<file path="config.mk">
export PLATFORM = sky130hd
export DESIGN_NAME = fifo_vr
export DESIGN_NICKNAME = d
export VERILOG_FILES = /design/src/rtl/fifo_vr.sv
export SDC_FILE = /design/constraint.sdc
export NUM_CORES = 1
export LEC_CHECK = 0
export CAP_MARGIN = 30
export CORE_MARGIN = 2
export CORE_UTILIZATION = 50
export CTS_CLUSTER_DIAMETER = 100
export DETAILED_ROUTE_END_ITERATION = 7
export GPL_ROUTABILITY_DRIVEN = 0
export GPL_TIMING_DRIVEN = 0
export HOLD_SLACK_MARGIN = 0.03
export PLACE_DENSITY_LB_ADDON = 0.3
export SETUP_SLACK_MARGIN = 0.15
export SYNTH_ARGS = -nofsm -noshare
export SYNTH_HDL_FRONTEND = slang
export SYNTH_SLANG_ARGS = --single-unit
</file>
<file path="constraint.sdc">
create_clock -name clk -period 2.5 [get_ports clk]
set_input_delay 0.75 -clock clk [delete_from_list [all_inputs] [get_ports clk]]
set_output_delay 0.75 -clock clk [all_outputs]
set_load 0.05 [all_outputs]
</file>
<file path="src/rtl/fifo_vr.sv">
// Parametrised synchronous FIFO with valid/ready on both sides, occupancy count,
// almost-full flag and optional same-cycle bypass when empty.
module fifo_vr #(
  parameter int unsigned WIDTH     = 8,
  parameter int unsigned DEPTH     = 4,
  parameter int unsigned AW        = $clog2(DEPTH),
  parameter int unsigned AFULL_LVL = DEPTH - 1,
  parameter int unsigned BYPASS    = 0
) (
  input  logic             clk,
  input  logic             rst,
  input  logic             in_pvld,
  input  logic [WIDTH-1:0] in_pd,
  output logic             in_prdy,
  output logic             o_pvld,
  output logic [WIDTH-1:0] o_pd,
  input  logic             o_prdy,
  output logic [AW:0]      count,
  output logic             afull
);

  if ((WIDTH < 1) || (DEPTH < 2) || ((DEPTH & (DEPTH - 1)) != 0) ||
      (AW != $clog2(DEPTH)) || (AFULL_LVL < 1) || (AFULL_LVL > DEPTH)) begin : g_bad_params
    $error("fifo_vr: illegal parameters (DEPTH must be a power of 2 >= 2, AFULL_LVL in 1..DEPTH)");
  end

  localparam logic [AW:0] FULL_CNT  = (AW+1)'(DEPTH);
  localparam logic [AW:0] AFULL_CNT = (AW+1)'(AFULL_LVL);

  logic [WIDTH-1:0] mem_q [DEPTH];
  logic [AW-1:0]    wr_ptr_q, wr_ptr_d;
  logic [AW-1:0]    rd_ptr_q, rd_ptr_d;
  logic [AW:0]      count_q, count_d;
  logic             empty, push, pop, bypass_take, wr_en, rd_en;

  // Handshake, output selection and next-state; all flags depend on registered count only
  always_comb begin
    empty       = (count_q == '0);
    in_prdy     = (count_q != FULL_CNT);
    afull       = (count_q >= AFULL_CNT);
    count       = count_q;
    o_pvld      = 1'b0;
    o_pd        = '0;
    if (!empty) begin
      o_pvld = 1'b1;
      o_pd   = mem_q[rd_ptr_q];
    end else if (BYPASS != 0) begin
      o_pvld = in_pvld;
      o_pd   = in_pvld ? in_pd : '0;
    end
    push        = in_pvld & in_prdy;
    pop         = o_pvld & o_prdy;
    // A pop while empty can only be a bypassed beat: it never touches storage
    bypass_take = empty & push & pop;
    wr_en       = push & ~bypass_take;
    rd_en       = pop & ~empty;
    wr_ptr_d    = wr_en ? wr_ptr_q + AW'(1) : wr_ptr_q;
    rd_ptr_d    = rd_en ? rd_ptr_q + AW'(1) : rd_ptr_q;
    count_d     = count_q;
    if (wr_en && !rd_en) begin
      count_d = count_q + (AW+1)'(1);
    end else if (rd_en && !wr_en) begin
      count_d = count_q - (AW+1)'(1);
    end
  end

  always_ff @(posedge clk or posedge rst) begin
    if (rst) begin
      wr_ptr_q <= '0;
      rd_ptr_q <= '0;
      count_q  <= '0;
    end else begin
      wr_ptr_q <= wr_ptr_d;
      rd_ptr_q <= rd_ptr_d;
      count_q  <= count_d;
    end
  end

  // Storage is intentionally not reset; pointers define what is valid
  always_ff @(posedge clk) begin
    if (wr_en && !rst) begin
      mem_q[wr_ptr_q] <= in_pd;
    end
  end

endmodule

</file>
==> results.ini, run 1 <==
[global_route]
grt_usage_pct=17.4
grt_max_degree=13
grt-ovfl-total=0
grt_pass1_vias=871
grt_antenna_before_repair=0
grt_first_pass_wirelength_um=4320

[detailed_routing]
first_pass_iters=4
avgViaCountPerCell=5.04
drt-wirelength-per-cell_um=16.5
drc=0
drt_iter0_markers=17
dr_total_vias=851
wl_um=2790
antenna_left=0

[job]
maxCapViolations=0

[logic_synthesis]
synth-adder-area-share_pct=5.01
synth-main-ff-cell=edfxtp_1
ys_top_cells_by_area=edfxtp_1 (58%), dfrtp_1 (11%), mux4_2 (9.6%), and2_1 (4.6%), ha_1 (3.8%)
syn_avg_cell_area_um2=18.5
yosysTopAreaCellShare_pct=58.3
async_flop_share_pct=17.9
synth_common_cells=edfxtp_1 (32), and2_1 (12), dfrtp_1 (7), mux4_2 (7)
synth_edf_count=32
syn_nets=107
synth-compound-area-share_pct=0.456
synth_top_family_by_area=multiplexers
yosys_warnings=0
yosys.area.top_type=edfxtp_1
ys_seq_elements=39
netlist_instances=89
synth-simple-area-share_pct=7.44
synth.distinct_cells=23
netlist_area_um2=1650
synthXorXnorAreaFrac_pct=3.19
yosysSeqAreaShare_pct=68.9
yosysMostFrequentCell=edfxtp_1
synth.mux.area_fraction_pct=12.5

[timing]
max-slew-margin-rel_pct=66.6
skew_ns=0.00619
max_freq_mhz=411
rsz0062_at_grt=yes
fin_setup_tns_ns=0
hold_viol=0
period_needed_ns=2.43
worstMarginPinSlew_ns=0.500
setup_violations=0
slew_viol_final=0
min_period_over_period_pct=97.3

[floorplan]
core_area_um2=3100
start_util_pct=53.1
die-area_um2=3770
ios=26
die_height_um=61.4
fp-row-count=20
die-width_um=61.4

[layout]
fill_cells=226
syn2layout_area_growth_pct=30.8
fin_area_um2=2150
drive_gt1_share_pct=39.2
nets=142
num_antenna_cells=0

[worst_setup_path]
worstSetupStartpointType=register
required_ns=1.75
endpoint_kind=primary output
slowest_delay_ns=0.50
crit_path_cell_trace=buf_8, mux4_2, and2_4, buf_8
worstPathArrival_ns=1.68
path_class=register to primary output
crit_top_cell=buf_8
worstPathMaxFanout=5
r2r_slack_ns=0.42
slowest_stage=mux4_2

[cts]
clk_latency_ns=0.34
cts_tree=built
cts_made_buffers=5
clkTransAtPathRegs_ns=0.11
htree_levels=2
clockRootBuffer=clkbuf_4
cts.path.max_buffers=2
cts.sinks=39

[run_status]
outcome=finished clean

[placement]
place_area_um2=1970
place_hpwl_um=1890
place.port_buffers=25

[pwr]
ir_worst_vdd_mv=0.807
leakage_nw=0.827
power.density_nw_per_um2=1410
fin_total_pwr_mw=3.03

[min_path]
worstHoldPathType=register to register

==> area by class of cell <==
type | instances | area (um2) | share of cell area, %
Multi-Input combinational cell | 42 | 493 | 22.9
Tap cell | 44 | 55.1 | 2.56
Inverter | 5 | 18.8 | 0.871
Buffer | 3 | 31.3 | 1.45
Timing Repair Buffer | 28 | 329 | 15.3
Sequential cell | 39 | 1140 | 53.0
Clock buffer | 6 | 51.3 | 2.38
Clock inverter | 2 | 35.0 | 1.63
==> routing by layer <==
metal  global-route usage [%]  vias to the layer above  wire length, um
met1                     22.6                      424             1150
met4                     6.38                        0               48
met3                     6.51                        5              122
met5                        0                        -                0
met2                     27.2                       22             1470
li1                         -                      400                -
==> logic make-up after synthesis <==
kind of cell / after synthesis
DFF: 39
and+or+nand+nor: 19
muxes: 10
buffers and inverters: 8
xor gates and xnor gates: 6
adders and majority gates: 6
AOI/OAI and AO/OA: 1
==> sequential cells by signal (all words and copies together) (netlist names) <==
name and count:
rd_ptr_q 2, mem_q 32, wr_ptr_q 2, count 3
==> where the power goes <==
group	internal, mW	total [mW]	leakage [nW]	switching [mW]
clock network	0.236	0.436	0.0482	0.200
registers	0.832	0.914	0.368	0.0812
logic	0.786	1.68	0.411	0.892
total	1.85	3.03	0.827	1.17
==> cells in the final DEF (no fill, tap or decap), types with 3 or more instances in the layout <==
| master | instances |
|---|---|
| xnor2_1 | 4 |
| clkdlybuf4s50_1 | 11 |
| mux4_2 | 8 |
| inv_1 | 5 |
| dfrtp_2 | 4 |
| and2_4 | 8 |
| ha_1 | 5 |
| and2_1 | 4 |
| dfrtp_1 | 3 |
| edfxtp_1 | 32 |
| buf_8 | 9 |
| clkbuf_4 | 5 |
==> critical path: cells and delay by family, from the launching register on <==
family | cells | cell delay, ns
multiplexers | 1 | 0.50
AND/OR/NAND/NOR | 1 | 0.16
flip-flops | 1 | 0.41
buffers and inverters | 2 | 0.28
==> stage by stage <==
step	instances	setup slack (ns)	hold slack [ns]	util (%)
3_3_place_gp	158	-0.200	0.485	63.4
3_5_place_dp	158	-0.203	0.494	63.4
2_1_floorplan	89	0.231	0.497	-
4_1_cts	169	0.0154	0.512	69.2
5_1_grt	169	-0.00650	0.523	69.4
6_report	169	0.0672	0.508	69.4
==> worst paths after layout <==
kind | from | to | depth (start not counted)
hold reg to reg | count[2]$_DFFE_PP0P_ | count[2]$_DFFE_PP0P_ | 1
hold / removal | count[2]$_DFFE_PP0P_ | count[2]$_DFFE_PP0P_ | 1
max in group asynchronous | rst | rd_ptr_q[0]$_DFFE_PP0P_ | 2
setup / recovery | rd_ptr_q[0]$_DFFE_PP0P_ | o_pd[7] | 4
min in group asynchronous | rst | count[0]$_DFFE_PP0P_ | 2
setup reg to reg | count[0]$_DFFE_PP0P_ | count[1]$_DFFE_PP0P_ | 7
==> repair_timing <==
item,4_1_cts,5_1_grt
resized for setup,88,9
hold buffers,0,0
gates cloned,1,0
setup endpoints to repair,13,12
pin swaps,8,0
setup buffers,2,0
Power figures use the tool's default switching activity.
==> inputs of run 2 (changes only) <==
- SKIP_CTS_REPAIR_TIMING: unset -> 1
==> run 2 against run 1 <==
Sequential cell count unchanged. Register-to-register slack barely moved. Clock power about the same. Setup slack worse by 0.021 ns. Critical path depth stayed put. Final area rose by 0.58%. Clock skew rose by 0.0011 ns. Largest power group unchanged. Highest routed layer unchanged.
==> results.ini, run 2 (same netlist as run 1, synthesis figures left out) <==
[cts]
cts.path.max_buffers=2  ; unchanged
clk_latency_ns=0.34  ; about the same
htree_levels=2  ; unchanged
cts_made_buffers=5  ; unchanged
clockRootBuffer=clkbuf_4  ; unchanged
cts.sinks=39  ; unchanged
clkTransAtPathRegs_ns=0.11  ; about the same
cts_tree=built  ; unchanged

[layout]
multi_input_area_um2=493  ; unchanged
final_cell_mix=edfxtp_1 (32), clkdlybuf4s50_1 (11), mux4_2 (8), and2_4 (8), buf_8 (8)  ; was edfxtp_1 (32), clkdlybuf4s50_1 (11), buf_8 (9), mux4_2 (8), and2_4 (8)
register_area_um2=1140  ; unchanged
fill_cells=221  ; was 226
regMostFlops=mem_q  ; unchanged
largest_reg_flops=32  ; unchanged
syn2layout_area_growth_pct=31.5  ; was 30.8%
layout_commonest_cell=edfxtp_1  ; unchanged
final_util_pct=69.8  ; was 69.4%
num_antenna_cells=0  ; unchanged
drive_gt1_share_pct=39.2  ; unchanged
nets=142  ; unchanged

[job]
maxCapViolations=0  ; unchanged

[timing]
max-slew-margin-rel_pct=66.1  ; was 66.6%
rsz0062_at_grt=yes  ; unchanged
hold_viol=0  ; unchanged
timing.final.ws_setup_ns=0.0458  ; was 0.0672 ns
skew_ns=0.00732  ; was 0.00619 ns
worstMarginPinSlew_ns=0.507  ; was 0.500 ns
slew_viol_final=0  ; unchanged
period_needed_ns=2.45  ; was 2.43 ns
setup_violations=0  ; unchanged
min_period_over_period_pct=98.2  ; was 97.3%
max_freq_mhz=407  ; was 411 MHz

[worst_setup_path]
worstPathArrival_ns=1.70  ; was 1.68 ns
endpoint_kind=primary output  ; unchanged
critPathLaunch=rd_ptr_q[0]$_DFFE_PP0P_  ; unchanged
worstPathMaxFanout=5  ; unchanged
path_class=register to primary output  ; unchanged
reg2reg_from=count[0]$_DFFE_PP0P_  ; unchanged
required_ns=1.75  ; about the same
worstSetupStartpointType=register  ; unchanged

[floorplan]
ios=26  ; unchanged
core_area_um2=3100  ; unchanged
die-width_um=61.4  ; unchanged
die-area_um2=3770  ; unchanged
start_util_pct=53.1  ; unchanged
fp-row-count=20  ; unchanged
die_height_um=61.4  ; unchanged

[detailed_routing]
antenna_left=0  ; unchanged
drt_iter0_markers=14  ; was 17
drc=0  ; unchanged
dr_total_vias=852  ; was 851
first_pass_iters=4  ; unchanged
avgViaCountPerCell=5.04  ; about the same
drt-wirelength-per-cell_um=16.5  ; about the same
wl_um=2780  ; was 2790 um

[pwr]
leakage_nw=0.844  ; was 0.827 nW
power.density_nw_per_um2=1410  ; about the same
ir_worst_vdd_mv=0.804  ; was 0.807 mV

[placement]
place_hpwl_um=1890  ; unchanged
placement.setup.worst_slack_ns=-0.203  ; unchanged
place.port_buffers=25  ; unchanged

[global_route]
grt_first_pass_wirelength_um=4130  ; was 4320 um
grt-ovfl-total=0  ; unchanged
grt_usage_pct=16.6  ; was 17.4%
grt_antenna_before_repair=0  ; unchanged
grt_max_degree=13  ; unchanged
grt_pass1_vias=823  ; was 871

[min_path]
hp-start=count[2]$_DFFE_PP0P_  ; unchanged
worstHoldPathType=register to register  ; unchanged

[run_status]
outcome=finished clean  ; unchanged

run 2: cell count changes in the layout (fill, tap and decap cells not counted):
cell and change:
buf_12 +1, buf_2 -1, buf_8 -1, clkbuf_2 +1, dlygate4sd2_1 -2, dlymetal6s2s_1 +2
run 2: worst max-delay path: stages (launching register included):
cell	delay [ns]
dfrtp_2	0.42
clkbuf_16	0.16
mux4_2	0.49
and2_4	0.16
buf_8	0.14
run 2: power by group:
group / internal [mW] / leakage (nW) / switching [mW] / total [mW]
clock network: 0.236 / 0.0482 / 0.199 / 0.436
logic: 0.806 / 0.428 / 0.892 / 1.70
registers: 0.832 / 0.368 / 0.0839 / 0.916
total: 1.87 / 0.844 / 1.17 / 3.05
run 2: final cells by class:
type,instances,area share [%]
repair buffers,28,15.5
flip-flops and latches,39,52.7
inverters,5,0.866
clock buffers,6,2.37
plain buffers,3,1.67
clock inverters,2,1.62
multi-input cells,42,22.7
well taps,44,2.54
run 2: metrics by stage:
step | TNS [ns] | cells | power, mW | hold slack [ns] | area [um2]
floorplan | 0 | 89 | 1.94 | 0.497 | 1660
global placement | -1.19 | 158 | 2.31 | 0.485 | 1970
detailed placement | -1.33 | 158 | 2.35 | 0.494 | 1970
CTS | -4.99 | 166 | 2.78 | 0.512 | 2050
global route | -0.0538 | 169 | 3.20 | 0.524 | 2170
finish | 0 | 169 | 3.05 | 0.510 | 2170
run 2: routing by layer:
metal	global-route usage, %	wire (um)
met1	22.3	1150
met2	24.5	1430
met3	6.93	155
met4	6.38	38
met5	0	0
run 2: final timing paths:
path | slack [ns] | depth (start not counted) | to
worst max-delay path | 0.05 | 4 | o_pd[7]
worst min-delay path | 0.51 | 1 | count[2]$_DFFE_PP0P_
worst max register to register | 0.41 | 7 | count[1]$_DFFE_PP0P_
worst min register to register | 0.51 | 1 | count[2]$_DFFE_PP0P_
max in group asynchronous | 1.61 | 2 | rd_ptr_q[0]$_DFFE_PP0P_
min in group asynchronous | 0.64 | 2 | count[0]$_DFFE_PP0P_
==> inputs of run 3 (changes only) <==
- CORE_MARGIN: 2 -> unset
==> run 3 against run 2 <==
Non-clock buffer count stayed put. Total power is 0.49% lower. First-iteration DRC count is 50% higher. Clock power hardly changed. Routed wire length is 0.47% lower. Fmax is 1.4% lower. Clock skew is 0.00089 ns higher. Final cell count stayed put. Die area is 6.4% lower.
==> results.ini, run 3 (same netlist as run 1, synthesis figures left out) <==
[timing]
max_freq_mhz=402  ; was 407 MHz
min_period_over_period_pct=99.5  ; was 98.2%
worstMarginPinSlew_ns=0.525  ; was 0.507 ns
rsz0062_at_grt=yes  ; unchanged
slew_viol_final=0  ; unchanged
max-slew-margin-rel_pct=65.0  ; was 66.1%
setup_violations=0  ; unchanged
period_needed_ns=2.49  ; was 2.45 ns
skew_ns=0.00821  ; was 0.00732 ns
hold_viol=0  ; unchanged

[layout]
fin_area_um2=2160  ; was 2170 um2
regMostFlops=mem_q  ; unchanged
fill_cells=218  ; was 221
final_cell_mix=edfxtp_1 (32), clkdlybuf4s50_1 (11), mux4_2 (8), and2_4 (8), buf_8 (7)  ; was edfxtp_1 (32), clkdlybuf4s50_1 (11), mux4_2 (8), and2_4 (8), buf_8 (8)
final_util_pct=70.2  ; was 69.8%
syn2layout_area_growth_pct=31.1  ; was 31.5%
drive_gt1_share_pct=36.8  ; was 39.2%
nets=142  ; unchanged
num_antenna_cells=0  ; unchanged
layout_commonest_cell=edfxtp_1  ; unchanged
largest_reg_flops=32  ; unchanged

[global_route]
grt_pass1_vias=867  ; was 823
grt-ovfl-total=0  ; unchanged
grt_first_pass_wirelength_um=4300  ; was 4130 um
grt_max_degree=13  ; unchanged
grt_usage_pct=18.2  ; was 16.6%
grt_antenna_before_repair=0  ; unchanged

[cts]
clkTransAtPathRegs_ns=0.11  ; about the same
htree_levels=2  ; unchanged
cts_tree=built  ; unchanged
cts_made_buffers=5  ; unchanged
cts.sinks=39  ; unchanged
clockRootBuffer=clkbuf_4  ; unchanged
clk_latency_ns=0.34  ; about the same
cts.path.max_buffers=2  ; unchanged

[floorplan]
die_height_um=59.4  ; was 61.4 um
ios=26  ; unchanged
die-area_um2=3530  ; was 3770 um2
fp-row-count=20  ; unchanged
start_util_pct=53.5  ; was 53.1%
core_area_um2=3080  ; was 3100 um2
die-width_um=59.4  ; was 61.4 um

[job]
maxCapViolations=0  ; unchanged

[detailed_routing]
first_pass_iters=4  ; unchanged
antenna_left=0  ; unchanged
drc=0  ; unchanged
wl_um=2770  ; was 2780 um
drt_iter0_markers=21  ; was 14
dr_total_vias=847  ; was 852
drt-wirelength-per-cell_um=16.4  ; was 16.5 um
avgViaCountPerCell=5.01  ; was 5.04

[pwr]
p_sw_mw=1.17  ; about the same
ir_worst_vdd_mv=0.791  ; was 0.804 mV
fin_total_pwr_mw=3.03  ; was 3.05 mW
power_frac_comb_pct=55.4  ; was 55.7%
switching_share_pct=38.6  ; was 38.5%
p_int_mw=1.86  ; was 1.87 mW
clkPwrFrac_pct=14.4  ; was 14.3%
leakage_nw=0.843  ; was 0.844 nW
power.density_nw_per_um2=1400  ; was 1410 nW/um2
pwr-share-seq_pct=30.2  ; was 30.0%

[worst_setup_path]
slowest_delay_ns=0.49  ; about the same
worstPathArrival_ns=1.74  ; was 1.70 ns
required_ns=1.75  ; about the same
path_buf_inv=2  ; unchanged
path_class=register to primary output  ; unchanged
endpoint_kind=primary output  ; unchanged
crit_path_cell_trace=clkbuf_16, mux4_2, and2_4, buf_8  ; unchanged
worstPathMaxFanout=5  ; unchanged
worstSetupStartpointType=register  ; unchanged
critical-path-top-delay-family=multiplexers  ; unchanged
slowest_stage=mux4_2  ; unchanged

[placement]
place_hpwl_um=1830  ; was 1890 um
place.port_buffers=25  ; unchanged
place_area_um2=1970  ; unchanged

[min_path]
worstHoldPathType=register to register  ; unchanged

[run_status]
outcome=finished clean  ; unchanged

==> run 3: area by class of cell <==
| cell class | count | area, um2 | area share (%) |
|---|---|---|---|
| Buffer | 3 | 32.5 | 1.51 |
| Clock buffer | 6 | 51.3 | 2.37 |
| Clock inverter | 2 | 35.0 | 1.62 |
| Inverter | 5 | 18.8 | 0.869 |
| Multi-Input combinational cell | 42 | 488 | 22.6 |
| Sequential cell | 39 | 1140 | 52.8 |
| Tap cell | 44 | 55.1 | 2.55 |
| Timing Repair Buffer | 28 | 340 | 15.7 |
==> run 3: worst paths after layout <==
| kind | from | to | slack [ns] | depth (start not counted) |
|---|---|---|---|---|
| setup / recovery | rd_ptr_q[0]$_DFFE_PP0P_ | o_pd[6] | 0.01 | 4 |
| hold / removal | count[2]$_DFFE_PP0P_ | count[2]$_DFFE_PP0P_ | 0.53 | 1 |
| setup reg to reg | count[1]$_DFFE_PP0P_ | count[2]$_DFFE_PP0P_ | 0.38 | 8 |
| hold reg to reg | count[2]$_DFFE_PP0P_ | count[2]$_DFFE_PP0P_ | 0.53 | 1 |
| max in group asynchronous | rst | count[2]$_DFFE_PP0P_ | 1.59 | 2 |
| min in group asynchronous | rst | count[0]$_DFFE_PP0P_ | 0.65 | 2 |
==> run 3: power groups by stage <==
stage,logic (mW),clock network [mW],registers [mW]
2_1_floorplan,0.947,0,0.995
3_3_place_gp,1.40,0,0.914
3_5_place_dp,1.43,0,0.927
4_1_cts,1.43,0.445,0.913
5_1_grt,1.78,0.474,0.930
6_report,1.68,0.436,0.918
==> run 3: layer usage <==
metal  vias to the layer above  part of all wire (%)  GRT usage [%]
met3                         4                   3.4           5.90
met5                         -                     0              0
li1                        400                     -              -
met2                        16                    53           28.1
met4                         0                   1.1           7.14
met1                       427                    42           23.9
==> run 3: stage by stage <==
stage / setup slack (ns) / TNS [ns] / instances / hold WS (ns)
finish: 0.0119 / 0 / 169 / 0.527
global route: -0.0550 / -0.356 / 169 / 0.541
CTS: -0.607 / -5.01 / 166 / 0.522
detailed placement: -0.207 / -1.31 / 158 / 0.499
global placement: -0.204 / -1.15 / 158 / 0.486
floorplan: 0.231 / 0 / 89 / 0.497
